## src/rtl/fifo_stream_reader.sv

```systemverilog
// Pulls words from a synchronous FIFO into a 2-entry skid buffer and emits them as a
// valid/ready stream, grouped into PKT_LEN-word packets with a last marker.
module fifo_stream_reader #(
  parameter int DATA_WIDTH = 32,
  parameter int PKT_LEN    = 16
) (
  input  logic                  clk,
  input  logic                  rst,
  input  logic                  enable,
  input  logic                  fifo_empty,
  output logic                  fifo_rd_en,
  input  logic [DATA_WIDTH-1:0] fifo_data,
  output logic                  m_valid,
  input  logic                  m_ready,
  output logic [DATA_WIDTH-1:0] m_data,
  output logic                  m_last,
  output logic [31:0]           words_sent,
  output logic                  busy
);

  typedef enum logic [1:0] {IDLE, RUN, DRAIN} state_t;

  localparam logic [15:0] LAST_BEAT = 16'(PKT_LEN - 1);

  state_t                state;
  logic [1:0]            occ;
  logic                  pend;
  logic [15:0]           beat_cnt;
  logic [DATA_WIDTH-1:0] entry0;
  logic [DATA_WIDTH-1:0] entry1;
  logic                  pop;
  logic [2:0]            level;

  // A read is only issued when the buffer is guaranteed to have room on the capture edge.
  assign pop        = m_valid && m_ready;
  assign level      = {1'b0, occ} + {2'b00, pend} - {2'b00, pop};
  assign fifo_rd_en = !rst && enable && !fifo_empty && (level < 3'd2);

  assign m_valid = (occ != 2'd0);
  assign m_data  = entry0;
  assign m_last  = m_valid && (beat_cnt == LAST_BEAT);
  assign busy    = (occ != 2'd0) || pend;

  always_ff @(posedge clk) begin
    if (rst) begin
      state      <= IDLE;
      occ        <= 2'd0;
      pend       <= 1'b0;
      beat_cnt   <= 16'd0;
      words_sent <= 32'd0;
      entry0     <= '0;
      entry1     <= '0;
    end else begin
      pend <= fifo_rd_en;

      // entry0 is always the oldest word; a capture lands behind whatever survives the pop.
      case ({pend, pop})
        2'b10: begin
          if (occ == 2'd0) entry0 <= fifo_data;
          else             entry1 <= fifo_data;
          occ <= occ + 2'd1;
        end
        2'b01: begin
          entry0 <= entry1;
          occ    <= occ - 2'd1;
        end
        2'b11: begin
          if (occ == 2'd2) begin
            entry0 <= entry1;
            entry1 <= fifo_data;
          end else begin
            entry0 <= fifo_data;
          end
        end
        default: ;
      endcase

      if (pop) begin
        words_sent <= words_sent + 32'd1;
        beat_cnt   <= m_last ? 16'd0 : beat_cnt + 16'd1;
      end

      case (state)
        IDLE:    if (enable) state <= RUN;
        RUN:     if (!enable) state <= busy ? DRAIN : IDLE;
        DRAIN: begin
          if (enable)     state <= RUN;
          else if (!busy) state <= IDLE;
        end
        default: state <= IDLE;
      endcase
    end
  end

  idle_means_empty: assert property (@(posedge clk) disable iff (rst) (state == IDLE) |-> !busy);

endmodule

```

## config.mk

```make
export PLATFORM = sky130hd
export DESIGN_NAME = fifo_stream_reader
export DESIGN_NICKNAME = d
export VERILOG_FILES = /design/src/rtl/fifo_stream_reader.sv
export SDC_FILE = /design/constraint.sdc
export NUM_CORES = 1
export LEC_CHECK = 0
export ABC_AREA = 1
export CAP_MARGIN = 25
export CORE_MARGIN = 2
export CORE_UTILIZATION = 40
export DETAILED_ROUTE_END_ITERATION = 6
export PLACE_DENSITY = 0.65
export SYNTH_ARGS = -nofsm -noshare
export SYNTH_HDL_FRONTEND = slang
export SYNTH_SLANG_ARGS = --single-unit
```

## constraint.sdc

```tcl
create_clock -name clk -period 4.3 [get_ports clk]
set_input_delay 0.86 -clock clk [delete_from_list [all_inputs] [get_ports clk]]
set_output_delay 0.86 -clock clk [all_outputs]
set_load 0.05 [all_outputs]
```

==> metrics.cfg <==
[final_layout]
n_antenna_cell = 0
regArea_mm2 = 0.00230
final_area_mm2 = 0.00719
layoutNonFillerInstCount = 1078
fin_nets = 930
multiInputGateArea_mm2 = 0.00253
fillers = 1305
area_growth_pct = 31.1
drive_gt1_share_pct = 6.10

[power]
power_frac_seq_pct = 37.4
switchingPower_mw = 1.03
ir_worst_vdd_uv = 215
p_leak_nw = 2.78
combPwrFrac_pct = 22.2
power_density_mw_per_mm2 = 445
p_clk_share_pct = 40.3
internal_power_mw = 2.17
switching_share_pct = 32.2

[cts]
clk_pin_slew_worst_paths_ns = 0.05
cts_buffers = 17
postCtsHoldBufs = 0
cts-root-buf = clkbuf_16
post-cts-setup-buffer-count = 0
tritoncts = yes
cts-resized-gates = 0
cts.path.max_buffers = 2
clock_latency_ns = 0.42
cts.sinks = 115
htree_levels = 4

[sta]
finalWorstSetupSlack_ns = 0.381
worst_pin_slew_ns = 0.638
maxSlewViolCount = 0
fin_hold_ws_ns = 0.442
hold_viol = 0
rsz0062_at_grt = no
relSlewSlack_pct = 57.4
layout_min_cycle_time_ns = 3.92
setup_viol = 0
tns_ns = 0
clock_skew_ns = 0.0145
fmax_mhz = 255
final.period_utilization_pct = 91.1

[synthesis]
synth_top_area_cell = dfxtp_1
synthSimpleGateAreaFrac_pct = 26.2
synth_seq_area_share_pct = 42.0
syn-cell-area_mm2 = 0.00548
synth_most_common_cell = nand2_1
synth_top_cells_by_area = dfxtp_1 42%, nand2_1 11%, inv_1 8.8%
synth-main-ff-cell = dfxtp_1
syn-num-nets = 834
synth_top_family_by_area = simple AND/OR/NAND/NOR gates
yosysWarnings = 0
synthAdderAreaFrac_pct = 1.05
syn_area_per_cell_um2 = 6.91
synth_top_area_share_pct = 42.0
synthCells = 793
async_flop_share_pct = 0
ys_ff_latch = 115
muxShareOfSynthArea_pct = 0.183
synthXorXnorAreaFrac_pct = 1.60
synth_compound_area_share_pct = 17.0
yosys-top-cells-count = 167 x nand2_1, 129 x inv_1, 115 x dfxtp_1, 82 x nor2_1, 79 x a21oi_1
synth.distinct_cells = 34
synth_edf_count = 0

[setup_path]
crit_type = input port to output pin
critPathLaunch = m_ready
timing.reg2reg.worst_path_depth = 9
r2r_end = pend$_SDFF_PP0_
crit_arrival_ns = 3.06
critPathCapture = fifo_rd_en
required_ns = 3.44
path_max_fanout = 3
cp-end-kind = output pin
regToRegSetupSlack_ns = 2.15
r2r_start = occ[1]$_SDFFE_PP0N_
start_kind = input port

[routing]
wl_mm = 13.4
drc = 0
ant_nets = 0
drt_iter0_drc = 285
wl_per_cell_um = 12.4
firstDrtPassIters = 6
viasPerCell = 4.77
vias = 5145

[die]
fp-row-count = 42
ios = 105
die_w_um = 121
initial_core_util_pct = 41.2
die_area_mm2 = 0.0147
core_area_mm2 = 0.0133
die_h_um = 121

[placed_design]
io_buffers = 104
hpwl_mm = 8.98
postPlaceCellArea_mm2 = 0.00664
gp_congestion = 0.827
place_ws_ns = 0.391
dp.cells = 1046

[global_route]
grt_pass1_vias = 4676
grt_remaining_overflow = 0
grt_first_pass_wirelength_mm = 22.5
antenna_found_initial = 0
grt_max_degree = 65
grt_usage_pct = 19.2

[run]
cap_violations = 0

[hold_path]
holdCritPathClass = flip-flop to flip-flop
hp-start = entry1[30]$_SDFFE_PP0P_

[status]
status = completed

layer usage:
layer  vias to the layer above  routed length [um]  GRT usage [%]
met5                         -                   0              0
met4                         0                 140           5.60
met3                        10                 518           5.87
met2                        93                6180           30.5
met1                      2302                6570           25.1
li1                       2740                   -              -
through the flow:
stage          power (mW)  util, %
2_1_floorplan        1.72        -
5_1_grt              3.36     54.1
6_report             3.20     54.1
4_1_cts              3.24     54.1
3_5_place_dp         1.94     50.0
3_3_place_gp         1.93     50.0
power by group through the flow:
stage | clock network (mW) | logic [mW] | registers [mW]
floorplan | 0 | 0.328 | 1.39
detailed placement | 0 | 0.717 | 1.22
finish | 1.29 | 0.711 | 1.20
global placement | 0 | 0.713 | 1.22
global route | 1.38 | 0.775 | 1.21
CTS | 1.32 | 0.719 | 1.20
how the worst min path moves through the flow:
stage                                   end  slack, ns  cells after the start
global placement     entry1[1]$_SDFFE_PP0P_       0.43                      2
detailed placement  entry1[26]$_SDFFE_PP0P_       0.44                      2
CTS                 entry1[26]$_SDFFE_PP0P_       0.45                      2
floorplan            entry1[0]$_SDFFE_PP0P_       0.42                      2
global route         entry1[3]$_SDFFE_PP0P_       0.46                      2
finish              entry1[30]$_SDFFE_PP0P_       0.44                      2
critical path: stages:
cell             delay (ns)
clkdlybuf4s50_1        0.55
nand2_4                0.06
ha_1                   0.29
nor2_1                 0.16
inv_1                  0.07
fa_1                   0.48
nand2_1                0.08
nor4_2                 0.32
buf_12                 0.18
registers in the layout, indices dropped and copies added (netlist names):
signal      count
occ             2
entry1         32
pend            1
beat_cnt       16
words_sent     32
m_data         32
layout make-up:
class                   count  area share (%)
clock buffers              18            5.97
clock inverters            14            1.62
inverters                 132            6.89
multi-input cells         513            35.2
flip-flops and latches    115            32.0
well taps                 176            3.06
repair buffers            110            15.2
cell families after synthesis:
group                    Yosys count
AO/OA/AOI/OAI                    166
XOR/XNOR                          10
adder cells (fa/ha/maj)            4
buffers and inverters            165
flip-flops                       115
multiplexers                       1
AND/OR/NAND/NOR                  332
cells in the final DEF, fill, tap and decap left out, drive strengths merged:
master and instances:
nand3 41, xnor2 1, nor4 2, bufinv 1, buf 8, nand3b 4
clkinv 6, nand2 170, fa 1, o21bai 3, clkinvlp 7, dfxtp 115
xor2 9, a211oi 1, clkdlybuf4s50 102, o211ai 33, nor3 12, a21oi 79
nor2 88, inv 132, nand4 15, clkbuf 18, a31oi 2, ha 3
mux2i 1, o21ai 48
Power figures use the tool's default switching activity.
